$ cat src/rtl/popcnt_accum_pkg.sv
// Shared types and width rules for the popcount frame accumulator.
package popcnt_accum_pkg;

    localparam int unsigned WEIGHT_W = 6;

    typedef enum logic [0:0] {
        StAccum = 1'b0,
        StHold  = 1'b1
    } state_t;

    function automatic int unsigned sum_width(input int unsigned cnt_w);
        return cnt_w + WEIGHT_W;
    endfunction

endpackage

$ cat src/rtl/popcnt_accum_hamm.sv
// Combinational 32-bit population count with an 8-bit result.
module popcnt_accum_hamm (
    input  logic [31:0] i_data,
    output logic [7:0]  o_cnt
);

    logic [7:0] w_cnt;

    always_comb begin
        w_cnt = 8'd0;
        for (int i = 0; i < 32; i++) begin
            w_cnt = w_cnt + {7'd0, i_data[i]};
        end
    end

    assign o_cnt = w_cnt;

endmodule

$ cat src/rtl/popcnt_accum.sv
// Per-frame popcount accumulator: sum, word count, max weight and its first index.
module popcnt_accum
    import popcnt_accum_pkg::*;
#(
    parameter int unsigned CNT_W = 16
) (
    input  logic                        clk,
    input  logic                        rst_n,
    input  logic                        in_valid,
    output logic                        in_ready,
    input  logic [31:0]                 in_data,
    input  logic                        in_last,
    output logic                        out_valid,
    input  logic                        out_ready,
    output logic [CNT_W+WEIGHT_W-1:0]   out_sum,
    output logic [CNT_W-1:0]            out_count,
    output logic [WEIGHT_W-1:0]         out_max_w,
    output logic [CNT_W-1:0]            out_max_idx,
    output logic                        out_ovf
);

    localparam int unsigned SUM_W = sum_width(CNT_W);

    state_t              r_state;
    state_t              w_state_d;
    logic [SUM_W-1:0]    r_sum;
    logic [CNT_W-1:0]    r_count;
    logic [WEIGHT_W-1:0] r_max;
    logic [CNT_W-1:0]    r_idx;
    logic                r_ovf;

    logic [7:0]          w_hamm;
    logic [WEIGHT_W-1:0] w_weight;
    logic                w_unused_hamm;
    logic                w_acc;
    logic                w_first;
    logic                w_cnt_full;
    logic                w_drain;

    popcnt_accum_hamm HAMM_32bit (
        .i_data (in_data),
        .o_cnt  (w_hamm)
    );

    // Weight never exceeds 32, so the top two bits are always zero.
    assign w_weight      = w_hamm[WEIGHT_W-1:0];
    assign w_unused_hamm = ^w_hamm[7:WEIGHT_W];

    assign in_ready   = (r_state == StAccum);
    assign out_valid  = (r_state == StHold);
    assign w_acc      = in_valid && in_ready;
    assign w_drain    = out_valid && out_ready;
    // Count only returns to zero on a clear, so zero marks the first word.
    assign w_first    = (r_count == '0);
    assign w_cnt_full = &r_count;

    always_comb begin
        w_state_d = r_state;
        case (r_state)
            StAccum: if (w_acc && in_last) w_state_d = StHold;
            StHold:  if (out_ready)        w_state_d = StAccum;
            default: w_state_d = StAccum;
        endcase
    end

    always_ff @(posedge clk) begin
        if (!rst_n) begin
            r_state <= StAccum;
            r_sum   <= '0;
            r_count <= '0;
            r_max   <= '0;
            r_idx   <= '0;
            r_ovf   <= 1'b0;
        end else begin
            r_state <= w_state_d;
            if (w_drain) begin
                r_sum   <= '0;
                r_count <= '0;
                r_max   <= '0;
                r_idx   <= '0;
                r_ovf   <= 1'b0;
            end else if (w_acc) begin
                r_sum <= r_sum + SUM_W'(w_weight);
                if (w_cnt_full) begin
                    r_ovf <= 1'b1;
                end else begin
                    r_count <= r_count + CNT_W'(1);
                end
                if (w_first || (w_weight > r_max)) begin
                    r_max <= w_weight;
                    r_idx <= r_count;
                end
            end
        end
    end

    assign out_sum     = r_sum;
    assign out_count   = r_count;
    assign out_max_w   = r_max;
    assign out_max_idx = r_idx;
    assign out_ovf     = r_ovf;

endmodule

$ cat config.mk
export PLATFORM = sky130hd
export DESIGN_NAME = popcnt_accum
export DESIGN_NICKNAME = d
export VERILOG_FILES = /design/src/rtl/popcnt_accum_pkg.sv /design/src/rtl/popcnt_accum_hamm.sv /design/src/rtl/popcnt_accum.sv
export SDC_FILE = /design/constraint.sdc
export NUM_CORES = 1
export LEC_CHECK = 0
export ABC_AREA = 1
export CAP_MARGIN = 15
export CORE_MARGIN = 8
export CORE_UTILIZATION = 40
export DETAILED_ROUTE_END_ITERATION = 8
export PLACE_DENSITY = 0.7
export SLEW_MARGIN = 30
export SYNTH_ARGS = -nofsm -noshare
export SYNTH_HDL_FRONTEND = slang
export SYNTH_SLANG_ARGS = --single-unit
$ cat constraint.sdc
create_clock -name clk -period 9.2 [get_ports clk]
set_input_delay 0.92 -clock clk [delete_from_list [all_inputs] [get_ports clk]]
set_output_delay 0.92 -clock clk [all_outputs]
set_load 0.02 [all_outputs]
# Word level (Yosys, flattened, before mapping)
# Index checks and enable logic that the tools add are counted.
[totals]
wordCells = 56
regBits = 62
out_inout_bits = 63
[classes]
bitwise_logic = 3
muxes = 3
add_sub_neg = 33
order_cmp = 1
reduce_logical = 10
[op_table]
columns = ["operator", "n"]
rows = [
  ["6-bit by 1-bit adder with 6-bit output", 30],
  ["22-bit by 6-bit adder with 22-bit output", 1],
  ["17-bit AND reduction", 1],
  ["16-bit by 1-bit adder with 16-bit output (second input constant)", 1],
  ["16-bit zero test", 1],
  ["16-bit AND reduction", 1],
  ["6-bit greater-than comparator", 1],
  ["2-bit AND reduction", 2],
  ["1-bit logical AND", 3],
  ["1-bit inverter", 3],
  ["1-bit by 1-bit adder with 2-bit output", 1],
  ["1-bit two-way mux", 2],
  ["1-bit one-hot mux with 2 select lines", 1],
  ["2-bit OR reduction", 1],
  ["1-bit logical OR", 1],
]

# Depth between registers and ports, before layout
[logic_depth]
depth_word = 34
ltp_mapped = 30

# Hierarchy
# Synthesis repeated with hierarchy kept, for this count alone.
[hier_totals]
hier_cells = 653
hier_area_um2 = 4474.3
[by_module_without_submodules]
columns = ["module", "cells_per_inst", "area_each_um2", "seq_area_each_um2", "instances"]
rows = [
  ["popcnt_accum", 541, 3569.7, 1241.2, 1],
  ["popcnt_accum_hamm", 112, 904.6, 0.0, 1],
]

# Least setup slack after synthesis
# Ideal clock, no wire load.
[synth_timing]
kind = "in2reg"
startpoint = "input port in_data[0]"
endpoint = "register r_idx[2] (netlist: out_max_idx[2])"
required_time_ns = 9.085
path_stages = 25
t_arrival_ns = 6.421
path_buffers = 1
slack_ns = 2.664
path_cell_list = "ha_1 > inv_1 > fa_1 > fa_1 > fa_1 > fa_1 > fa_1 > fa_1 > fa_1 > fa_1 > nand3b_1 > nand2_1 > xnor2_1 > inv_1 > ha_1 > nand2_1 > nor2_1 > nand2_1 > nand3_1 > nand2_1 > nand2_1 > buf_2 > nand3_1 > nand2_1 > nor2_1"
[synth_via]
elab_chain_cells = 34
[synth_lines]
columns = ["item", "line", "rtl"]
rows = [
  ["from (decl)", "popcnt_accum.sv:11", "input logic [31:0] in_data,"],
  ["1-bit by 1-bit adder with 2-bit output", "popcnt_accum_hamm.sv:12", "w_cnt = w_cnt + {7'd0, i_data[i]};"],
  ["6-bit by 1-bit adder with 6-bit output (30 in a row)", "popcnt_accum_hamm.sv:12", ""],
  ["net HAMM_32bit.o_cnt[4]", "popcnt_accum_hamm.sv:4", "output logic [7:0] o_cnt"],
  ["6-bit greater-than comparator", "popcnt_accum.sv:89", "if (w_first || (w_weight > r_max)) begin"],
  ["1-bit logical OR", "popcnt_accum.sv:89", ""],
  ["2-bit AND reduction (no line)", "-", ""],
  ["to (signal assigned)", "popcnt_accum.sv:91", "r_idx <= r_count;"],
  ["to (decl)", "popcnt_accum.sv:29", "logic [CNT_W-1:0] r_idx;"],
]
# The timed path passes the listed nets, and every way through them passes these cells.
# A chain may end at the register's enable or synchronous reset.

# Worst setup path in the final report
[layout_timing]
startpoint = "input port in_data[1]"
endpoint = "register r_idx[1] (netlist: out_max_idx[1])"
# Same word-level chain as after synthesis.

==> flow_summary.yaml <==
synthesis:
  yosys.area.top_type_share_pct: 28.6
  synthCells: 636
  synthDistinctLibCells: 30
  syn_avg_cell_area_um2: 6.82
  async_reset_ff_share_pct: 0
  synthTopCellsByCount: "nand2_1 (139), inv_1 (110), nor2_1 (85), dfxtp_1 (62), nand3_1 (58)"
  synth_edf_count: 0
  seq_area_frac_synth_pct: 28.6
  syn-cell-area_um2: 4340
  synth_top_cell_by_area: "dfxtp_1"
  synth_warnings: 0
  synth_area_leaders: "dfxtp_1 (29%), nand2_1 (12%), fa_1 (12%), inv_1 (9.5%), nor2_1 (7.4%)"
  ys.flop_type: "dfxtp_1"
  ys_ff_latch: 62
  synth.most_common_cell: "nand2_1"
  synth_fp_nets: 721
place:
  pre_cts_slack_ps: 1350
  dpl.hpwl_um: 8680
  place_congestion: 0.889
  placedCellCount: 859
  io_buffers: 99
timing:
  maxSlewViolCount: 0
  clock.fmax_ghz: 0.134
  max-slew-margin-rel_pct: 52.2
  fin_setup_tns_ps: 0
  setup_slack_ps: 1730
  setup_viol: 0
  hold_violations: 0
  min_period_over_period_pct: 81.2
  rsz0062_at_grt: "false"
  min_period_ps: 7470
  worstMarginPinSlew_ps: 716
  finClkSkew_ps: 4.46
clock_tree:
  worstSkewPairLatency_ps: 350
  cts.sinks: 62
  ctsHoldBuffers: 0
  h-tree-depth: 3
  cts_setup_buffers: 0
  clockBufferDepth: 2
  cts_tree: "built"
  root_buffer: "clkbuf_8"
  ctsResizeCount: 0
  clk_pin_slew_ps: 70
  cts_buffers: 9
drt:
  initialDrtViolationCount: 260
  drt-wirelength-per-cell_um: 12.8
  drc: 0
  route.vias.total: 4244
  ant_nets: 0
  drtPass1Iterations: 5
  routed_via_density: 4.85
  totalWireLength_um: 11200
floorplanning:
  dieArea_um2: 14400
  initial_core_util_pct: 40.5
  boundaryPins: 100
  die_w_um: 120
  die_y_um: 120
  fp.coreArea_um2: 10700
  num_rows: 38
setup_path:
  critPathCaptureType: "flip-flop"
  worstReg2RegEnd: "out_max_idx[1]$_SDFFE_PP0P_"
  crit_required_ps: 9440
  setup.worst_path.start: "in_data[1]"
  cp_common_cell: "fa_1"
  rrSetupSlack_ps: 6790
  r2r-start: "out_max_w[5]$_SDFFE_PP0P_"
  critPathMaxStageDelay_ps: 550
  path_class: "in2reg"
  crit_path_start_kind: "input port"
  crit_arrival_ps: 7710
  rr_worst_depth: 12
  path_max_fanout: 23
  crit_slowest_cell: "fa_1"
hold_path:
  hp-class: "reg2reg"
  min_from: "out_ovf$_SDFFE_PP0P_"
  hold_depth: 2
  hold_path_end: "out_ovf$_SDFFE_PP0P_"
finish:
  finalNonFillerCells: 875
  nets: 815
  area_delta_synth_final_pct: 29.1
  final_layout_size_suffix_gt1_share_pct: 3.67
  final_util_pct: 52.3
  antenna_cells: 0
global_route:
  grt_pass1_vias: 4113
  grt_busiest_layer: "met2"
  grt_util_met1_pct: 18.5
  grt_usage_pct: 15.9
  use_met3_pct: 4.04
  grt_overflow: 0
  grt_pass1_wl_um: 19000
  antenna_found_initial: 0
  use_met2_pct: 27.5
  grt_max_degree: 40
run:
  maxCapViolations: 0
pwr:
  power_density_nw_per_um2: 408
  vdd_drop_max_mv: 0.270
  p_total_mw: 2.29
  leakagePower_nw: 2.50
status:
  status: "completed"
-- worst max path at each step --
stage | end | slack, ps
floorplan | out_max_idx[2]$_SDFFE_PP0P_ | 2660
global placement | out_max_idx[8]$_SDFFE_PP0P_ | 1550
detailed placement | out_max_idx[1]$_SDFFE_PP0P_ | 1350
CTS | out_max_idx[1]$_SDFFE_PP0P_ | 1710
global route | out_max_idx[3]$_SDFFE_PP0P_ | 1260
finish | out_max_idx[1]$_SDFFE_PP0P_ | 1730
-- cells by family after synthesis --
family / synth area share, %
compound gates: 8.14
flops: 28.6
buf+inv: 11.9
xor+xnor: 2.22
simple gates: 31.0
fa+ha+maj: 18.2
-- through the flow --
step | hold slack (ps) | cell area [um^2]
after detailed placement | 462 | 5430
final | 479 | 5600
after global routing | 502 | 5600
after CTS | 481 | 5600
after global placement | 457 | 5430
after floorplan | 544 | 4340
-- sequential cells by signal, summed over array words and instances, names as in the netlist --
signal and count:
out_sum 22, out_count 16, out_max_idx 16, out_max_w 6
out_ovf 1, out_valid 1
-- placed cells by master (no fill, tap or decap), types with 2 or more instances in the layout --
master           count
nand2_1            139
inv_1              109
clkdlybuf4s50_1     99
nor2_1              85
dfxtp_1             62
nand3_1             58
a21oi_1             51
fa_1                25
ha_1                23
o21ai_0             14
nor3_1              10
clkbuf_8            10
xor2_1               8
nand4_1              8
clkinv_2             4
nand3b_1             3
xnor2_1              3
nand2_2              3
and2_1               3
buf_4                3
nor2_4               2
clkbuf_1             2
-- power by group --
group / internal (mW) / switching, mW / leakage, nW
registers: 0.311 / 0.0310 / 0.505
clock network: 0.104 / 0.110 / 0.0861
logic: 0.690 / 1.04 / 1.91
-- routing by layer --
metal	share of wire, %	wire [um]	vias up
met5	0	0	-
met4	2.2	246	0
met3	7.2	810	17
met2	50	5570	125
met1	41	4570	1939
li1	-	-	2163
-- cell type report --
class,count,area [um^2]
clock buffer,12,145
clock inverter,4,22.5
fill,1057,5100
inverter,112,422
multi-input combinational,443,2580
sequential,62,1240
tap,140,175
timing repair buffer,102,1010
-- worst max-delay path: cells and delay by family --
family / cells / cell delay (ps)
fa+ha+maj: 10 / 4280
simple gates: 11 / 1420
buf+inv: 4 / 940
xor+xnor: 1 / 140
(Power assumes the default switching activity.)
==> edit 1: new RTL, config.mk and constraints unchanged <==
Change the parameter `CNT_W` from 16 to 14.
--- a/src/rtl/popcnt_accum.sv
+++ b/src/rtl/popcnt_accum.sv
@@ -2,7 +2,7 @@
 module popcnt_accum
     import popcnt_accum_pkg::*;
 #(
-    parameter int unsigned CNT_W = 16
+    parameter int unsigned CNT_W = 14
 ) (
     input  logic                        clk,
     input  logic                        rst_n,
Ports: changed (resized out_count, out_max_idx and out_sum); port bits go from 100 to 94. The function was not compared with the original's and may differ.
==> edit 1 against the unedited design <==
  * Highest routed layer unchanged
  * Sequential cell count is 6 lower
  * Critical path depth is 1 lower
  * Area after synthesis is 9.4% lower
  * Wire length is 13% lower
  * Setup slack better by 0.22 ns
  * First-iteration DRC count is 35% lower
  * Design area is 10% lower
Power is left out: the tool's default activity adds up to more than one toggle a clock period on the data nets, which glitch-free logic cannot reach.
==> edit 1: results (changes against the unedited design) <==
critical path's largest stage delay=0.55 ns (about the same); First-pass DRT Iterations=4 (-1); XOR/XNOR Fraction of Synth Area=1.78% (-0.44 points); Seq/Total Area, Yosys=28.5% (-0.086 points); H-tree Lvls=2 (-1); WL met3=625 um (-23%); via count=3669 (-14%); clock slew at reported path FFs=0.11 ns (+0.04 ns); first-pass GRT wire length=16300 um (-14%); met2 routed WL=4910 um (-12%); gr usage total=15.1% (-0.86 points); violation count after the first detailed-route iteration=169 (-35%); Unique masters post-synth=34 (+13%); syn_nets=641 (-11%); status=completed; worst skew pair latency=0.31 ns (-0.04 ns); IO Port Bufs=93 (-6.1%); vias in the first global route=3610 (-12%); RD Place Congestion=0.836 (-6.0%); Worst path most repeated cell=fa_1; ranking of synthesized cells by area=dfxtp_1 (29%), fa_1 (13%), nand2_1 (11%); flip-flop count of the largest register after layout=20 (-9.1%); largest net degree at the start of global routing=66 (+65%); WL met1=4140 um (-9.3%); adder-cell area share of the yosys netlist=19.7% (+1.6 points); Compound-Gate Fraction of Synth Area=8.95% (+0.81 points); PostCTS Resize Cnt=0 (unchanged); Clock Skew=0.0108 ns (+0.00635 ns); Worst R2R Path Depth=6 (-6); fillers=1002 (-5.2%); most frequent cells after synthesis=nand2_1 (116), inv_1 (93), nor2_1 (75); Inserted Clock Buffers=5 (-4); CP max FO=39 (+70%); Reg2Reg Setup Slack=6.75 ns (-0.04 ns); Reg2Reg Launch Point=out_valid$_SDFF_PN0_; WP data arrival=7.50 ns (-0.21 ns); drt total wl=9770 um (-13%); # nets final=725 (-11%)
-- edit 1: cell count changes in the layout (fill, tap and decap cells not counted), sizes merged, moves of 7 or more --
cell / before / now
nand2: 142 / 120
inv: 110 / 95
nand3: 59 / 49
nor2: 88 / 80
clkbuf: 12 / 5
-- edit 1: final cells by class --
class | instances | share of cell area, %
Clock buffer | 5 | 1.37
Sequential cell | 56 | 22.2
Inverter | 95 | 7.07
Tap cell | 133 | 3.30
Clock inverter | 3 | 0.422
Timing Repair Buffer | 95 | 18.8
Multi-Input combinational cell | 388 | 46.8
-- edit 1: routing by layer --
| metal | track usage [%] | vias to the layer above |
|---|---|---|
| met5 | 0 | - |
| met4 | 3.94 | 0 |
| met1 | 17.4 | 1674 |
| met3 | 3.68 | 7 |
| li1 | - | 1911 |
| met2 | 27.1 | 77 |
-- edit 1: worst max path at each step --
| stage | slack (ns) | from | end | depth (start not counted) |
|---|---|---|---|---|
| floorplan | 2.64 | in_data[0] | out_max_w[0]$_SDFFE_PP0P_ | 23 |
| global placement | 1.47 | in_data[0] | out_max_w[5]$_SDFFE_PP0P_ | 25 |
| detailed placement | 1.62 | in_data[0] | out_max_w[5]$_SDFFE_PP0P_ | 25 |
| CTS | 1.94 | in_data[0] | out_max_w[5]$_SDFFE_PP0P_ | 25 |
| global route | 1.48 | in_data[0] | out_max_w[5]$_SDFFE_PP0P_ | 25 |
| finish | 1.95 | in_data[0] | out_max_w[5]$_SDFFE_PP0P_ | 25 |
-- edit 1: per-stage QoR --
stage	setup slack, ns	util [%]	hold WS, ns	instance area, sq um	instances
floorplan	2.64	-	0.560	3930	557
global placement	1.47	51.3	0.458	4950	767
detailed placement	1.62	51.4	0.463	4950	767
CTS	1.94	52.3	0.487	5040	775
global route	1.48	52.3	0.537	5040	775
finish	1.95	52.3	0.487	5040	775
==> edit 2: new RTL, same flow settings <==
Without the edit above. Register the output `out_count` once more, cleared by the reset; this adds one clock of latency there. The other outputs are not delayed to match.
--- a/src/rtl/popcnt_accum.sv
+++ b/src/rtl/popcnt_accum.sv
@@ -95,7 +95,13 @@
     end
 
     assign out_sum     = r_sum;
-    assign out_count   = r_count;
+    always_ff @(posedge clk) begin
+        if (!rst_n) begin
+            out_count <= '0;
+        end else begin
+            out_count <= r_count;
+        end
+    end
     assign out_max_w   = r_max;
     assign out_max_idx = r_idx;
     assign out_ovf     = r_ovf;
Check against the original RTL: not equivalent (a bounded check fails within 4 cycles, from zero or initial values and one cycle with rst_n low).
==> edit 2 against the unedited design <==
  * Worst hold slack improved by 0.0049 ns
  * Area after synthesis increased by 12%
  * Highest routed layer unchanged
  * Combinational power about the same
  * Sequential share of layout area increased by 2.9 points
  * Design area increased by 11%
  * Final cell count increased by 6.3%
  * Wire length increased by 3.5%
  * Total power increased by 9.4%
  * Utilization decreased by 0.34 points
  * Maximum frequency increased by 3.0%
  * Setup slack improved by 0.22 ns
  * Largest power group unchanged
  * Sequential cell count increased by 16
  * Clock skew increased by 0.0055 ns
==> edit 2: results (changes against the unedited design) <==
status=completed; WL met3=657 um (-19%); violation count after the first detailed-route iteration=190 (-27%); Root Driver=clkbuf_16; Worst-Margin Slew=0.819 ns (+0.104 ns); Worst R2R Path Depth=8 (-4); largest net degree at the start of global routing=69 (+73%); fillers=1177 (+11%); # nets final=863 (+5.9%); WL met1=5030 um (+10%); Seq/Total Area, Yosys=32.1% (+3.5 points); First-pass DRT Iterations=4 (-1); first-pass GRT wire length=20200 um (+6.1%); Reg2Reg Setup Slack=6.56 ns (-0.23 ns); Via density=4.73 (-2.5%); LEAKAGE=2.80 nW (+12%); layout cells sized above 1=4.73% (+1.1 points); CP max FO=44 (+91%); syn_nets=774 (+7.4%); Clock Skew=0.00993 ns (+0.00547 ns); Critical R2R Capture=out_sum[16]$_SDFFE_PP0P_; most frequent cells after synthesis=nand2_1 (163), inv_1 (125), nor2_1 (79); met2 routed WL=5800 um (+4.2%); Power Internal=1.27 mW (+15%); RD Place Congestion=0.855 (-3.9%); VDD IR max=0.328 mV (+22%); vias in the first global route=4320 (+5.0%); synthesized area per cell=7.06 sq um (+3.6%); ranking of synthesized cells by area=dfxtp_1 (32%), nand2_1 (13%), fa_1 (10%); drt total wl=11600 um (+3.5%); slowest CP cell=nand2_2; gr usage total=15.1% (-0.79 points); CP startpoint=in_data[0]; Reg2Reg Launch Point=out_valid$_SDFF_PN0_
## edit 2: how the worst min path moves through the flow
stage          depth (start not counted)                           to  slack (ns)                   startpoint
6_report                               2  out_max_idx[5]$_SDFFE_PP0P_        0.48  out_max_idx[5]$_SDFFE_PP0P_
3_5_place_dp                           2  out_max_idx[1]$_SDFFE_PP0P_        0.47  out_max_idx[1]$_SDFFE_PP0P_
5_1_grt                                2  out_max_idx[6]$_SDFFE_PP0P_        0.51  out_max_idx[6]$_SDFFE_PP0P_
2_1_floorplan                          2     out_count[14]$_SDFF_PN0_        0.44     r_count[14]$_SDFFE_PP0P_
3_3_place_gp                           2  out_max_idx[1]$_SDFFE_PP0P_        0.47  out_max_idx[1]$_SDFFE_PP0P_
4_1_cts                                2     out_count[14]$_SDFF_PN0_        0.49     r_count[14]$_SDFFE_PP0P_
## edit 2: tightest hold or removal path, cell delays in order (launching register included)
cell	delay, ns
dfxtp_1	0.33
a21oi_1	0.04
nor2_1	0.08
## edit 2: logic make-up (layout without fill, tap and decap cells)
group | Yosys count | count (layout) | synth area share, %
AOI/OAI and AO/OA | 73 | 73 | 8.46
xor gates and xnor gates | 14 | 14 | 2.52
adders and majority gates | 48 | 48 | 16.2
buffers and inverters | 149 | 243 | 12.5
DFF | 78 | 78 | 32.1
and+or+nand+nor | 327 | 327 | 28.2
## edit 2: power by group through the flow
stage | logic (mW) | clock network (mW) | registers [mW]
floorplan | 1.36 | 0 | 0.455
global placement | 1.68 | 0 | 0.419
detailed placement | 1.72 | 0 | 0.419
CTS | 1.74 | 0.365 | 0.412
global route | 2.03 | 0.379 | 0.416
finish | 1.73 | 0.358 | 0.412
## edit 2: per-stage QoR
stage,power [mW],hold slack [ns],util (%),instances,setup slack [ns]
finish,2.50,0.484,52.0,930,1.94
global route,2.82,0.510,52.0,930,1.51
CTS,2.52,0.486,52.0,930,1.92
detailed placement,2.14,0.475,49.5,914,1.64
global placement,2.10,0.469,49.5,914,1.76
floorplan,1.81,0.442,-,689,2.74
## edit 2: final cells by class
cell class,instances,area share [%]
multi-input combinational,462,43.4
clock inverter,6,1.15
inverter,127,7.70
tap,147,2.96
clock buffer,10,3.68
timing repair buffer,100,16.1
sequential,78,25.1
## edit 2: layer usage
metal	vias to the layer above	global-route usage (%)
met5	-	0
met4	0	3.26
met3	10	4.65
met2	78	26.7
met1	2010	17.7
li1	2300	-
